**config.mk**
```make
export PLATFORM = sky130hd
export DESIGN_NAME = multdiv_sequencer
export DESIGN_NICKNAME = d
export VERILOG_FILES = /design/src/rtl/multdiv_sequencer.sv
export SDC_FILE = /design/constraint.sdc
export NUM_CORES = 1
export LEC_CHECK = 0
export CAP_MARGIN = 0
export CORE_AREA = 2 2 49 51
export DETAILED_ROUTE_END_ITERATION = 6
export DIE_AREA = 0 0 51 53
export DONT_BUFFER_PORTS = 1
export PLACE_DENSITY = 0.63
export SLEW_MARGIN = 20
export SYNTH_ARGS = -nofsm -noshare
export SYNTH_HDL_FRONTEND = slang
export SYNTH_SLANG_ARGS = --single-unit
```
**constraint.sdc**
```tcl
create_clock -name clock -period 3.3 [get_ports clock]
set_clock_uncertainty 0.15 [all_clocks]
set_input_delay 0.33 -clock clock [delete_from_list [all_inputs] [get_ports clock]]
set_output_delay 0.33 -clock clock [all_outputs]
set_load 0.02 [all_outputs]
```
**src/rtl/multdiv_sequencer.sv**
```systemverilog
// Sequencer for the shared iterative multiply/divide unit: decodes mul/div,
// stalls the front end while the unit iterates and issues one writeback.
module multdiv_sequencer #(
  parameter int CYCLES = 32,
  parameter int WIDTH  = 32
) (
  input  logic             clock,
  input  logic             resetn,
  input  logic             issueValid,
  input  logic [4:0]       opCode,
  input  logic [4:0]       aluOp,
  input  logic [4:0]       rdIn,
  input  logic [WIDTH-1:0] operandB,
  input  logic             flush,
  input  logic [WIDTH-1:0] unitResult,
  input  logic             unitOverflow,
  output logic             stall,
  output logic             unitStart,
  output logic             unitIsDiv,
  output logic             busy,
  output logic             wbValid,
  output logic [4:0]       wbReg,
  output logic [WIDTH-1:0] wbData,
  output logic             exception
);

  localparam int CW = (CYCLES > 1) ? $clog2(CYCLES) : 1;

  typedef enum logic [1:0] {IDLE, RUN, DONE} stateT;

  stateT         stateReg, stateNext;
  logic [CW-1:0] countReg, countNext;
  logic [4:0]    rdReg, rdNext;
  logic          isDivReg, isDivNext;
  logic          divZeroReg, divZeroNext;
  logic          firstReg, firstNext;

  logic isMul, isDiv, isMD, accept, divZeroIn, inDone, mulOverflow;

  assign isMul     = (opCode == 5'b00000) && (aluOp == 5'b00110);
  assign isDiv     = (opCode == 5'b00000) && (aluOp == 5'b00111);
  assign isMD      = isMul || isDiv;
  assign accept    = (stateReg == IDLE) && issueValid && isMD && !flush;
  assign divZeroIn = isDiv && (operandB == '0);

  always_ff @(posedge clock or negedge resetn) begin
    if (!resetn) begin
      stateReg   <= IDLE;
      countReg   <= '0;
      rdReg      <= '0;
      isDivReg   <= 1'b0;
      divZeroReg <= 1'b0;
      firstReg   <= 1'b0;
    end else begin
      stateReg   <= stateNext;
      countReg   <= countNext;
      rdReg      <= rdNext;
      isDivReg   <= isDivNext;
      divZeroReg <= divZeroNext;
      firstReg   <= firstNext;
    end
  end

  always_comb begin
    stateNext   = stateReg;
    countNext   = countReg;
    rdNext      = rdReg;
    isDivNext   = isDivReg;
    divZeroNext = divZeroReg;
    firstNext   = 1'b0;
    case (stateReg)
      IDLE: begin
        if (accept) begin
          rdNext      = rdIn;
          isDivNext   = isDiv;
          divZeroNext = divZeroIn;
          // Divide-by-zero never starts the unit; report straight away.
          if (divZeroIn) begin
            stateNext = DONE;
          end else begin
            countNext = CW'(CYCLES - 1);
            firstNext = 1'b1;
            stateNext = RUN;
          end
        end
      end
      RUN: begin
        if (flush) begin
          stateNext = IDLE;
        end else if (countReg == '0) begin
          stateNext = DONE;
        end else begin
          countNext = countReg - 1'b1;
        end
      end
      DONE:    stateNext = IDLE;
      default: stateNext = IDLE;
    endcase
  end

  assign inDone      = (stateReg == DONE);
  assign mulOverflow = !isDivReg && unitOverflow;

  assign busy      = (stateReg != IDLE);
  assign unitStart = firstReg && (stateReg == RUN);
  assign unitIsDiv = isDivReg && busy;
  // The accept term is combinational so the front end freezes in the issue cycle.
  assign stall     = resetn && (accept || (stateReg == RUN));
  assign wbValid   = inDone && !flush;
  assign exception = inDone && (divZeroReg || mulOverflow);

  always_comb begin
    wbReg  = '0;
    wbData = '0;
    if (inDone) begin
      if (divZeroReg) begin
        wbReg  = 5'd30;
        wbData = WIDTH'(5);
      end else if (mulOverflow) begin
        wbReg  = 5'd30;
        wbData = WIDTH'(4);
      end else begin
        wbReg  = rdReg;
        wbData = unitResult;
      end
    end
  end

endmodule

```
Yosys cells after proc, flatten, opt, wreduce, memory -nomap -nowiden
Index checks and enable logic that the tools add are counted.
{"block": "op_classes", "add_sub_neg": 1, "eq_ne": 9, "n_mux": 19, "reduce_logical": 26}
{"operator": "two-way mux 32 bit", "n": 3}
{"operator": "two-way mux 5 bit", "n": 7}
{"operator": "logical NOT 32 bit", "n": 1}
{"operator": "logical AND 1 bit", "n": 12}
{"operator": "== test 5 x 3 -> 1 bit (second input constant)", "n": 2}
{"operator": "logical NOT 5 bit", "n": 2}
{"operator": "one-hot mux 5 bit (2 select lines)", "n": 1}
{"operator": "two-way mux 2 bit", "n": 4}
{"operator": "!= test 2 bit (second input constant)", "n": 4}
{"operator": "AND reduction 5 bit", "n": 1}
{"operator": "subtractor 5 x 1 -> 5 bit (second input constant)", "n": 1}
{"operator": "one-hot mux 2 bit (2 select lines)", "n": 1}
{"operator": "AND reduction 2 bit", "n": 2}
{"operator": "nonzero test 2 bit", "n": 2}
{"operator": "logical OR 1 bit", "n": 3}
{"operator": "two-way mux 1 bit", "n": 3}
{"operator": "!= test 3 bit (second input constant)", "n": 1}
{"operator": "== test 2 x 1 -> 1 bit (second input constant)", "n": 1}
{"operator": "== test 2 bit (second input constant)", "n": 1}
{"operator": "logical NOT 1 bit", "n": 2}
{"operator": "logical NOT 2 bit", "n": 1}
{"block": "word_totals", "wordCells": 61, "ff_bits": 15, "input_bits": 84, "output_inout_bits": 43}

Logic depth before layout (Yosys ltp)
Gate-level depths: netlist (run 1).
{"block": "depth", "ltp_word": 7, "mapped_depth": 7, "mapped_depth_nobuf": 7}

Worst setup path before layout (run 1)
Ideal clock, no wire load.
{"block": "synth_timing", "path_type": "input to output", "startpoint": "input opCode[2]", "endpoint": "output stall", "t_arrival_ns": 1.617, "cell_stages": 4, "required_ns": 2.820, "setup_slack_ns": 1.203, "cell_sequence": "nor4b_2 nand4b_2 or3_4 a21boi_1"}
{"block": "synth_via", "elab_chain_cells": 7, "word_cells_on_any_way": 8}
{"element": "from (decl)", "line": "10", "source": "input logic [4:0] opCode,"}
{"element": "logical NOT 5 bit (*)", "line": "40, 41"}
{"element": "logical AND 1 bit, on equally long branches", "line": "40, 41"}
{"element": "logical OR 1 bit (*)", "line": "42", "source": "assign isMD = isMul || isDiv;"}
{"element": "logical AND 1 bit (*) (2 in a row)", "line": "43", "source": "assign accept = (stateReg == IDLE) && issueValid && isMD && !flush;"}
{"element": "logical OR 1 bit (*)", "line": "108", "source": "assign stall = resetn && (accept || (stateReg == RUN));"}
{"element": "logical AND 1 bit (*)", "line": "108"}
{"element": "to (decl)", "line": "17", "source": "output logic stall,"}
Mark *: on every way between the ends. The rest lies on a longest branch, timed or not.

Worst setup path after layout (run 1)
{"block": "layout_timing", "startpoint": "register stateReg[0]", "endpoint": "output wbReg[0]"}
{"block": "layout_via", "elab_chain_cells": 2}
{"element": "from (decl)", "line": "31", "source": "stateT stateReg, stateNext;"}
{"element": "from (signal assigned)", "line": "55", "source": "stateReg <= stateNext;"}
{"element": "== test 2 bit", "line": "101", "source": "assign inDone = (stateReg == DONE);"}
{"element": "two-way mux 5 bit", "line": "115", "source": "if (inDone) begin"}
{"element": "to (decl)", "line": "22", "source": "output logic [4:0] wbReg,"}
Every way passes these cells.

==> metrics list, run 1 <==
* Slew at the pin closest to its max-slew limit: 0.670 ns
- The number of different library cells used by synthesis comes to 31.
* Run status: complete, no violations
- Setup total negative slack on the finished layout was measured at 0 ns.
- Headroom to the max-slew limit came out at 55.2%.
* Slowest stage cell, crit path: sky130_fd_sc_hd__nor2_1
- Net switching power of the design: 81.0 uW
* Placeable core region: 0.00215 sq mm
* Worst endpoint data arrival time: 2.14 ns
- Net switching is 24.3% of the power.
- Share of flip-flops with an asynchronous set or reset after synthesis: 100%
* Starting DRT DRC Count: 14
- The signal on the critical path passes through nand2b_1 > nor2_1 > buf_4 > and2_1.
* Num Clock Sinks: 15
- Maximum level of the CTS H-tree: 1
- Across every metal layer, demand over resource in global routing totals 20.2%.
* First-pass GRT wire length: 4040 um
* Maximum clock insertion buffer count: 2
- Data on the critical path is required at its endpoint by 2.82 ns.
- Overflow left after global routing: 0
* Worst Setup Start Kind: flop
- Each instance of the synthesized netlist takes up on average roughly 8.5 sq um.
- The number of hold buffers added after CTS was 1.
* Setup Crit Path Kind: reg2out
- In this run, synthesis produced a sequential element count of 15.
* Element type at the critical path end: output port
- Worst path buffer plus inverter count: 1
- The synthesized design contains 0 enable-type register cells.
- After clock tree synthesis, the repair step resized 0 gates.
- 1st-pass router iterations: 4
* Post-detailed-placement half-perimeter wirelength: approximately 2500 um
* Total number of nets in the final design: 220
- After layout, the design draws a total of around 330 uW.
- Residual DRC count: 0
* Final setup violating endpoints: 0
- Combinational logic burns about 8% of the power.
- In this run the remaining antenna-violating nets after routing total 0.
- Fin. max-slew vios: 0
- The clock reaches the later pin of the worst-skew pair after 0.28 ns.
- For flop-to-flop paths, the worst setup slack is between 1 and 1.5 ns.
- Post-CTS setup buffer count: 0
* Cell family with most CP delay: simple AND/OR/NAND/NOR gates
- The final layout contains routed wiring with a total length of a little under 3000 um.
- Nets in the synthesized netlist: 218
* Total Die Area: approximately 0.0027 sq mm
- Across the run, the number of max-cap violations was 0.
- Setup repair after global routing left no endpoint under its margin.
- For this run, the number of Yosys warnings is 0.
* Effective utilization at floorplan: about 52%
- Top-area cell type share of the netlist area: 33.3%
- Buffers placed on the I/O ports in this run total 0.
- Share of the yosys chip area belonging to registers: 33.3%
- Primary FF master, synth: sky130_fd_sc_hd__dfrtp_1
* Final hold viol count: 0
* Area of the mapped netlist: 0.00113 sq mm
* Leakage Power: 0.000531 uW
- Dividing total power by cell area gives a power density of ~280 mW/mm^2.
- Synth Area in Simple Gates: 47.2%
* Die width: 51 um
- In the routed layout, each cell is associated on average with a via count of around 5.9.
* Class of the tightest hold or removal check: in2reg
* Highest achievable clock rate: 0.381 GHz
- After technology mapping, the gate count stands at 132.
* Number of antenna violations at the first check in global routing: 0
* Synthesized-area fraction occupied by xor and xnor cells: 0%
- By area the synthesized netlist is led by sky130_fd_sc_hd__dfrtp_1, sky130_fd_sc_hd__and2_1, sky130_fd_sc_hd__nor2_1, sky130_fd_sc_hd__mux2_2, sky130_fd_sc_hd__nand2b_1.
* Final Cycle Share: slightly below 80%
* Clock input transition at the sequential cells of the worst setup and hold paths: approximately 0.09 ns
- Clock network fraction of total power: 31.9%
- Vias in the first global route: 883
* Clock period minus final worst setup slack: 2.62 ns
- Gp weighted congestion: just under 0.9
- Root cell of the clock tree: sky130_fd_sc_hd__clkbuf_4
* Arithmetic-cell share of the synthesized area counting full adders, half adders and majority gates: under 10%
- The synthesized netlist devotes 7.44% of its cell area to compound gates.
- By area, the combinational part of the netlist is dominated by simple AND/OR/NAND/NOR gates.
* Most numerous cell in the Yosys netlist: sky130_fd_sc_hd__and2_1
- Register share of total power: 60.1%
* Total via count after detailed routing: ~950
- Worst ir drop on vdd: roughly 0.19 mV
* Die Ht: 53 um
- Mux cell area share after synthesis: 6.88%
- Area growth syn-to-layout: 5.33%
- Antenna Diode Count: 0
- Buffers inserted during clock tree synthesis total 3.
- Final hold analysis gives a worst-case slack of 0.0192 ns.
- Max stage delay on crit path: 0.59 ns
- The internal power of the cells totals 253 uW.
- Most instantiated cells after synthesis: sky130_fd_sc_hd__and2_1, sky130_fd_sc_hd__nor2_1, sky130_fd_sc_hd__dfrtp_1
* Maximum fanout encountered on the critical timing path: 17
* Proportion of layout cells with a drive suffix above 1: 11.3%
- Cell row count: 17
- Largest net degree at the start of global routing: 18
* Routed wire length per instance: about 18 um
- TritonCTS built the clock tree.
* Cell type contributing the most total cell area after synthesis: sky130_fd_sc_hd__dfrtp_1
- During I/O placement, the number of pins put on the boundary was 127.
[cell families after synthesis]
family                     after synthesis
and+or+nand+nor                         88
DFF                                     15
AOI/OAI and AO/OA                       11
buffers and inverters                    9
muxes                                    7
adders and majority gates                2
[sequential cells by signal, indices dropped and copies added, names as in the netlist]
| register | cells |
|---|---|
| firstReg | 1 |
| countReg | 5 |
| isDivReg | 1 |
| stateReg | 2 |
| divZeroReg | 1 |
| rdReg | 5 |
[layout make-up]
class	count	area, sq um
Sequential cell	15	375
Tap cell	28	35.0
Inverter	4	15.0
Fill cell	200	961
Multi-Input combinational cell	108	718
Timing Repair Buffer	2	17.5
Clock buffer	4	26.3
[power by group through the flow]
stage | clock, uW | combinational (uW) | sequential [uW]
6_report | 107 | 26.6 | 201
5_1_grt | 114 | 31.1 | 202
4_1_cts | 110 | 27.2 | 200
3_5_place_dp | 0 | 22.5 | 204
3_3_place_gp | 0 | 22.3 | 204
2_1_floorplan | 0 | 20.2 | 202
[worst paths after layout]
path | from | to | cells past startpoint
worst min-delay path | aluOp[0] | isDivReg | 1
min in group asynchronous | resetn | countReg[2] | 1
worst max register to register | stateReg[1] | rdReg[2] | 3
worst max-delay path | stateReg[0] | wbReg[0] | 4
max in group asynchronous | resetn | stateReg[0] | 1
worst min register to register | stateReg[1] | stateReg[1] | 1
[placed cells by master (no fill, tap or decap), drive strengths merged]
master,instances
a21boi,1
nor2,18
nor3,7
nand2b,6
o21a,4
o21bai,1
nand3,2
or3,1
nor3b,1
ha,2
nand4,1
dfrtp,15
inv,4
a21oi,2
nand3b,1
a31oi,2
mux2,6
nor4b,3
nand4b,1
dlygate4sd3,1
nor2b,1
o21ai,1
mux2i,1
clkbuf,4
or2,1
and2,33
nand2,5
buf,1
nor4,7
[metal layers]
layer  GRT usage (%)  vias up  wire length (um)
met1            29.4      443              1270
met5               0        -                 0
met2            30.3       57              1390
met3            4.24        4               223
met4            5.41        0                22
li1                -      449                 -
[through the flow]
stage | instances | cell area (sq um) | utilization (%) | setup slack [ns]
2_1_floorplan | 132 | 1130 | - | 1.20
6_report | 161 | 1190 | 55.3 | 0.676
3_5_place_dp | 156 | 1150 | 53.6 | 1.03
5_1_grt | 161 | 1190 | 55.3 | 0.533
3_3_place_gp | 156 | 1150 | 53.6 | 1.16
4_1_cts | 161 | 1190 | 55.3 | 0.698
Note: power is estimated with default switching activity, not from simulation.
==> run 2, diff against run 1 <==
--- a/config.mk
+++ b/config.mk
@@ -6,11 +6,11 @@
 export NUM_CORES = 1
 export LEC_CHECK = 0
 export CAP_MARGIN = 0
-export CORE_AREA = 2 2 49 51
+export CORE_AREA = 2 2 48 50
 export DETAILED_ROUTE_END_ITERATION = 6
-export DIE_AREA = 0 0 51 53
+export DIE_AREA = 0 0 50 52
 export DONT_BUFFER_PORTS = 1
-export PLACE_DENSITY = 0.63
+export PLACE_DENSITY = 0.68
 export SLEW_MARGIN = 20
 export SYNTH_ARGS = -nofsm -noshare
 export SYNTH_HDL_FRONTEND = slang
==> constraint.sdc (replaced) <==
create_clock -name clock -period 2.3 [get_ports clock]
set_clock_uncertainty 0.15 [all_clocks]
set_input_delay 0.23 -clock clock [delete_from_list [all_inputs] [get_ports clock]]
set_output_delay 0.23 -clock clock [all_outputs]
set_load 0.02 [all_outputs]
==> run 2 against run 1 <==
  * Setup slack worse by 0.55 ns
  * Critical path depth unchanged
  * Worst hold slack better by 0.032 ns
  * Sequential power up 44%
  * Clock power up 44%
  * Final cell count up 5.0%
  * Design area up 6.8%
  * Power up 47%
  * Combinational power up 81%
  * Core utilization up 5.0 points
  * Critical endpoint is now stall
==> metrics list, run 2 (synthesis results as in run 1) <==
* Count of antenna-violating nets left after detailed routing: 0
- The core region is 0.00211 sq mm.
- The critical path is of the reg2out type.
- Clock input transition at the sequential cells of the worst setup and hold paths: 0.10 ns
- Overflow left after global routing: 0
- Register share of total power: between 50% and 60%
- For this run, the top clock speed supported by timing is 0.461 GHz.
- Share of power burned in combinational logic: 9.8%
* Root cell of the clock tree: sky130_fd_sc_hd__clkbuf_4
- Maximum clock insertion buffer count: 2
* Leading cell types in the layout, fill and taps excluded: sky130_fd_sc_hd__and2_1, sky130_fd_sc_hd__nor2_1, sky130_fd_sc_hd__dfrtp_1, sky130_fd_sc_hd__dlygate4sd3_1
- Routed wire length per instance: 18.2 um
- The worst setup path is captured at an output port.
- The largest registers in the layout are countReg x5, rdReg x5, stateReg x2.
- Cell row count: 17
- Maximum fanout encountered on the critical timing path: 5
- The run finished with clean final reports.
- The via count of the first global-routing pass is 977.
- Across all layers, the routed design uses 986 vias.
* Die Ht: 52 um
- The final count of pins violating max slew is 0.
- Summed over all nets, the half-perimeter wirelength after detailed placement is 2550 um.
* Commonest non-fill, non-tap cell in the layout: sky130_fd_sc_hd__and2_1
- Gp weighted congestion: between 0.7 and 0.8
* RSZ-0062 raised after global routing: false
* Via-per-instance ratio: about 6
- DRT Wirelength: just over 3000 um
- Residual DRC count: 0
* Total of buffers placed on input and output ports: 0
- Measured on the finished design, the core utilization comes to 60.2%.
* Clock network fraction of total power: about 31%
- IR analysis of the VDD net gives a maximum drop of 0.334 mV.
* Die width: roughly 50 um
- TritonCTS built the clock tree.
- Clock latency on the worst-skew pair, taken at its later pin, is 0.28 ns.
- Antenna Diode Count: 0
- The internal power of the cells totals 368 uW.
- First-pass GRT wire length: 4440 um
- For this design the total switching power over the nets is around 120 uW.
* Class of the tightest hold or removal check: in2reg
- Final setup violating endpoints: 0
- The first routing iteration left 6 violations.
* Largest net degree at the start of global routing: 32
- For this configuration, the core starts out at a cell density of 53.5%.
* Proportion of layout cells with a drive suffix above 1: roughly an eighth
* Leakage Power: 0.000567 uW
* Required time at the worst-slack endpoint: 1.92 ns
- Sum of negative setup slack: 0 ns
- The worst path in the final design needs a cycle of 2.17 ns, including I/O delays and setup.
- Area growth syn-to-layout: 12.5%
- Total Die Area: 0.00260 sq mm
- Maximum capacitance violations: 0
* Post-CTS setup buffer count: 0
- In this run the count of I/O pins placed on the die edge is 127.
- Areal power density over the cells: between 300 and 400 mW/mm^2
- Switching Fraction: roughly a quarter
- Total number of nets in the final design: between 200 and 250
- At the pin with the least slew margin, the transition time is 0.678 ns.
- Final hold viol count: 0
* Number of buffers created by CTS: 3
* Maximum level of the CTS H-tree: 1
* Overall global routing resource usage: 22.6%
- Worst-case headroom to the max-slew limit: 54.6%
* Num Clock Sinks: 15
- Worst endpoint data arrival time: 1.79 ns
* Final Cycle Share: 94.4%
* Number of antenna violations at the first check in global routing: 0
* Worst Setup Start Kind: flop
* Post-route worst hold slack: about 0.051 ns
- 1st-pass router iterations: 4
==> run 2: cell count changes in the layout (fill, tap and decap cells not counted) <==
cell / before / now
sky130_fd_sc_hd__clkbuf_1: 1 / 0
sky130_fd_sc_hd__clkinv_2: 0 / 1
sky130_fd_sc_hd__buf_4: 1 / 2
sky130_fd_sc_hd__or2_2: 1 / 0
sky130_fd_sc_hd__or2_4: 0 / 1
sky130_fd_sc_hd__dlygate4sd3_1: 1 / 8
==> run 2: layer usage <==
metal  routed length (um)  global-route usage [%]  part of all wire, %
met1                 1380                    31.8                   45
met2                 1470                    34.4                   48
met3                  227                    5.17                  7.4
met4                    0                    6.94                    0
met5                    0                       0                    0
==> run 2: critical path, cell delays in order, from the launching register on <==
cell                       delay [ns]
sky130_fd_sc_hd__dfrtp_1         0.42
sky130_fd_sc_hd__or2_4           0.32
sky130_fd_sc_hd__or3_4           0.44
sky130_fd_sc_hd__a21boi_1        0.17
sky130_fd_sc_hd__buf_4           0.16
==> run 2: power by group through the flow <==
| stage | sequential (uW) | combinational [uW] | clock, uW |
|---|---|---|---|
| after floorplan | 290 | 29.0 | 0 |
| after CTS | 288 | 49.1 | 156 |
| final | 289 | 48.2 | 154 |
| after detailed placement | 294 | 32.7 | 0 |
| after global placement | 293 | 32.3 | 0 |
| after global routing | 291 | 55.3 | 166 |
==> run 2: final cells by class <==
cell class / instances / area [sq um]
Fill cell: 198 / 837
Multi-Input combinational cell: 108 / 721
Sequential cell: 15 / 375
Timing Repair Buffer: 10 / 95.1
Tap cell: 28 / 35.0
Clock buffer: 3 / 22.5
Inverter: 4 / 15.0
Clock inverter: 1 / 5.00
==> run 2: timing repair <==
| item | 4_1_cts | 5_1_grt |
|---|---|---|
| hold buffers | 8 | 0 |
| hold endpoints to repair | 22 | 0 |
| endpoints found under the setup margin | 0 | 1 |
| resized for setup | 0 | 1 |
==> run 2: worst paths after layout <==
check,startpoint,slack (ns),endpoint,cells after the start
setup reg to reg,stateReg[1],0.48,rdReg[3],3
max in group asynchronous,resetn,1.30,rdReg[2],1
hold / removal,flush,0.05,countReg[0],3
min in group asynchronous,resetn,0.27,firstReg,1
setup / recovery,stateReg[1],0.13,stall,4
hold reg to reg,stateReg[1],0.35,stateReg[1],1
==> run 2: stage by stage <==
step	instances	power [uW]	instance area [sq um]	setup slack (ns)
finish	169	491	1270	0.129
global route	169	513	1270	0.0632
CTS	169	493	1270	0.0190
detailed placement	157	326	1160	0.348
global placement	157	325	1160	0.381
floorplan	132	319	1130	0.333
==> run 3, diff against run 2 <==
--- a/config.mk
+++ b/config.mk
@@ -5,12 +5,15 @@
 export SDC_FILE = /design/constraint.sdc
 export NUM_CORES = 1
 export LEC_CHECK = 0
+export ABC_AREA = 1
 export CAP_MARGIN = 0
-export CORE_AREA = 2 2 48 50
+export CORE_MARGIN = 1.5
+export CORE_UTILIZATION = 56
 export DETAILED_ROUTE_END_ITERATION = 6
-export DIE_AREA = 0 0 50 52
 export DONT_BUFFER_PORTS = 1
-export PLACE_DENSITY = 0.68
+export GPL_TIMING_DRIVEN = 0
+export PLACE_DENSITY = 0.7
+export SETUP_SLACK_MARGIN = 0.5
 export SLEW_MARGIN = 20
 export SYNTH_ARGS = -nofsm -noshare
 export SYNTH_HDL_FRONTEND = slang
==> run 3 against run 2 <==
  * Register-to-register slack better by 0.10 ns
  * Highest routed layer is now met4
  * Clock power is 3% higher
  * Critical path depth is 1 higher
  * Fmax is 18% higher
  * Via count is 72% higher
  * First-iteration DRC count grew to 16 times the previous value
  * Power is 5.0% higher
  * Non-clock buffer count is 17 higher
  * Largest power group unchanged
==> metrics list, run 3 <==
* Run status: complete, no violations
- Area occupied by registers: approximately 380 sq um
- Leakage Power: 0.000741 uW
- Highest achievable clock rate: around 0.54 GHz
* Clock latency reported for the late side of the worst-skew pair: 0.29 ns
- Setup violations remaining at the end of the flow were counted as 0.
* Post-synthesis sequential element count: 15
- Worst ir drop on vdd: 0.466 mV
- Final Cycle Share: 79.8%
- Residual DRC count: 0
* Per-instance average area after synthesis: 5.73 sq um
- Counting every sink on the clock net gives 15.
- Clock tree synthesis selected as its root buffer the cell sky130_fd_sc_hd__clkbuf_4.
* Cell row count: 17
* 1st-pass router iterations: 4
* Power Total: roughly 510 uW
- Element type at the critical path end: output port
- In this run the critical register-to-register path is captured at rdReg[2].
- The netlist uses 22 different library cells.
- In this run the vertical extent of the chip is 50.6 um.
* Cell type contributing the most total cell area after synthesis: sky130_fd_sc_hd__dfrtp_1
- Number of buffers created by CTS: 3
* Max stage delay on crit path: ~0.44 ns
- In this run the critical register-to-register path is launched from stateReg[1].
- The worst hold path begins at operandB[30].
- Global routing used 32.5% of the available tracks across all layers.
* Maximum fanout encountered on the critical timing path: 10
- Placeable core region: between 0.002 and 0.0025 sq mm
* Total number of nets in the final design: 332
- Class of the tightest hold or removal check: in2reg
- Top-area cell type share of the netlist area: 29.6%
- Multi-input gate area in the final layout: 0.00108 sq mm
* Number of flops mapped to enable cells by yosys: 0
* Proportion of layout cells with a drive suffix above 1: roughly a third
- Post-detailed-placement half-perimeter wirelength: about 2500 um
- Number of cells on the worst reg-to-reg path: 9
- After clock tree synthesis, the clock-pin slew on the worst setup and hold paths is 0.09 ns.
- Commonest non-fill, non-tap cell in the layout: sky130_fd_sc_hd__nand2_1
- Gp weighted congestion: just under 0.8
- The tool flagged a number of max-cap violations equal to 0.
- The initial utilization of the core area, before any placement, comes to between 50% and 60%.
* Fin. max-slew vios: 0
* Worst-case headroom to the max-slew limit: roughly 54%
- Most instantiated cells after synthesis: sky130_fd_sc_hd__nand2_1, sky130_fd_sc_hd__nor2_1, sky130_fd_sc_hd__inv_1
- Leading cell types in the layout, fill and taps excluded: sky130_fd_sc_hd__nand2_1, sky130_fd_sc_hd__nor2_4, sky130_fd_sc_hd__nor2_1, sky130_fd_sc_hd__inv_1, sky130_fd_sc_hd__dfrtp_1
- The synthesized netlist occupies a cell area of 0.00127 sq mm.
- In the synthesized netlist the dominant register cell turns out to be sky130_fd_sc_hd__dfrtp_1.
* Clock period minus final worst setup slack: 1.84 ns
- Share of the yosys chip area belonging to registers: 29.6%
* Largest net degree at the start of global routing: 16
- Data on the critical path arrives at its endpoint at approximately 1.5 ns.
- The worst register-to-register path has a setup slack of 0.58 ns.
- Number of antenna violations at the first check in global routing: 0
- By instance count, the cell type seen most on the critical path is sky130_fd_sc_hd__buf_12.
- The critical path goes through inv_2 > nand2_2 > buf_12 > buf_12 > nor2_4.
- Once detail routing completed, the nets flagged for antenna violations numbered 0.
- Sorting the synthesized cells by area gives the leading types as sky130_fd_sc_hd__dfrtp_1, sky130_fd_sc_hd__nand2_1, sky130_fd_sc_hd__nor2_1, sky130_fd_sc_hd__inv_1, sky130_fd_sc_hd__a21oi_1.
- For the worst setup path, the data required time is 1.92 ns.
- Slowest stage cell, crit path: sky130_fd_sc_hd__dfrtp_1
- Maximum level of the CTS H-tree: 1
- In this run the deepest clock path goes through 2 buffers.
- The number of nets handed over by synthesis was 307.
- For this block, the routed nets add up to 5660 um of wire.
- Fill cells in the final layout number ~100.
- 0 antenna diodes ended up in the layout.
- The Yosys step of the flow raised 0 warnings.
- Areal power density over the cells: 269 mW/mm^2
- Starting DRT DRC Count: 95
- Slew at the pin closest to its max-slew limit: 0.690 ns
- The routed layout has 1700 vias.
* Hold EP: stateReg[1]
- Counting instances, the worst hold path has a depth of 5.
- Setup Crit Path Kind: reg2out
* Routed wire length per instance: 20.7 um
- The count of endpoints failing hold in the final timing report is 0.
- Post-route standard cell area excluding fillers: 0.00191 sq mm
* Overflow left after global routing: 0
- The first global-routing pass estimated 6230 um of wire.
- Die width: 50.6 um
* Cells after Synth: about 220
- Worst Setup Start Kind: flop
- Area post-placement: 0.00130 sq mm
- Vias in the first global route: 1436
- For the final routed database, the setup TNS stands at 0 ns.
- In this run the count of I/O pins placed on the die edge is 127.
- RSZ-0062 raised after global routing: true
* Share of flip-flops with an asynchronous set or reset after synthesis: 100%
- TritonCTS clock tree: built
- Using the TritonRoute via totals, the vias-per-cell ratio works out to 6.23.
- Regs by FF count: countReg x5, rdReg x5, stateReg x2
* Area growth syn-to-layout: 51.0%
* Total Die Area: 0.00256 sq mm
- Total of buffers placed on input and output ports: 0
* Most numerous cell in the Yosys netlist: sky130_fd_sc_hd__nand2_1
-- run 3: final cells by class --
cell class              instances  area share, %
plain buffers                   8           5.69
well taps                      28           1.83
repair buffers                 19           9.16
repair inverters                1          0.327
inverters                      26           5.63
flip-flops and latches         15           19.7
multi-input cells             172           56.3
clock buffers                   4           1.37
-- run 3: worst max path at each step --
stage,startpoint,to,slack (ns)
global placement,stateReg[1],stall,0.43
CTS,stateReg[0],wbData[31],0.49
global route,stateReg[1],stall,0.42
finish,stateReg[0],wbData[30],0.46
floorplan,stateReg[1],stall,0.56
detailed placement,stateReg[1],stall,0.41
-- run 3: cell families (layout without fill, tap and decap cells) --
group | count (synthesis) | after routing | share of synthesized area [%]
simple gates | 153 | 153 | 49.9
compound gates | 17 | 17 | 6.92
flops | 15 | 15 | 29.6
fa+ha+maj | 2 | 2 | 1.98
buf+inv | 34 | 58 | 11.6
-- run 3: per-stage QoR --
stage,util [%],cells,setup slack [ns],hold WS (ns)
after floorplan,-,221,0.563,-0.216
after global placement,60.0,249,0.434,-0.215
after detailed placement,60.0,249,0.413,-0.215
after CTS,79.5,263,0.486,0.0837
after global routing,88.1,273,0.417,0.104
final,88.1,273,0.463,0.0792
-- run 3: report_power, final --
group	total, uW	internal [uW]	switching, uW
combinational	83.2	34.8	48.4
clock	159	67.6	91.0
sequential	273	269	4.24
total	515	371	144
-- run 3: repair_timing --
item / CTS / global route
pin swaps: 9 / 12
endpoints found under the hold margin: 22 / 0
endpoints found under the setup margin: 38 / 40
setup buffers: 2 / 6
hold buffers: 8 / 0
gates resized for setup: 84 / 29
gates cloned: 0 / 4
-- run 3: per-layer routing --
layer  up-vias  wire length (um)  track usage (%)
li1        716                 -                -
met1       783              1790             34.5
met2       157              2740             58.6
met3        44               673             7.14
met4         0               456             18.9
met5         -                 0                0
-- run 3: worst max-delay path: cells and delay by family, from the launching register on --
| kind | cells | cell delay (ns) |
|---|---|---|
| buf+inv | 3 | 0.42 |
| simple gates | 2 | 0.30 |
| flops | 1 | 0.44 |
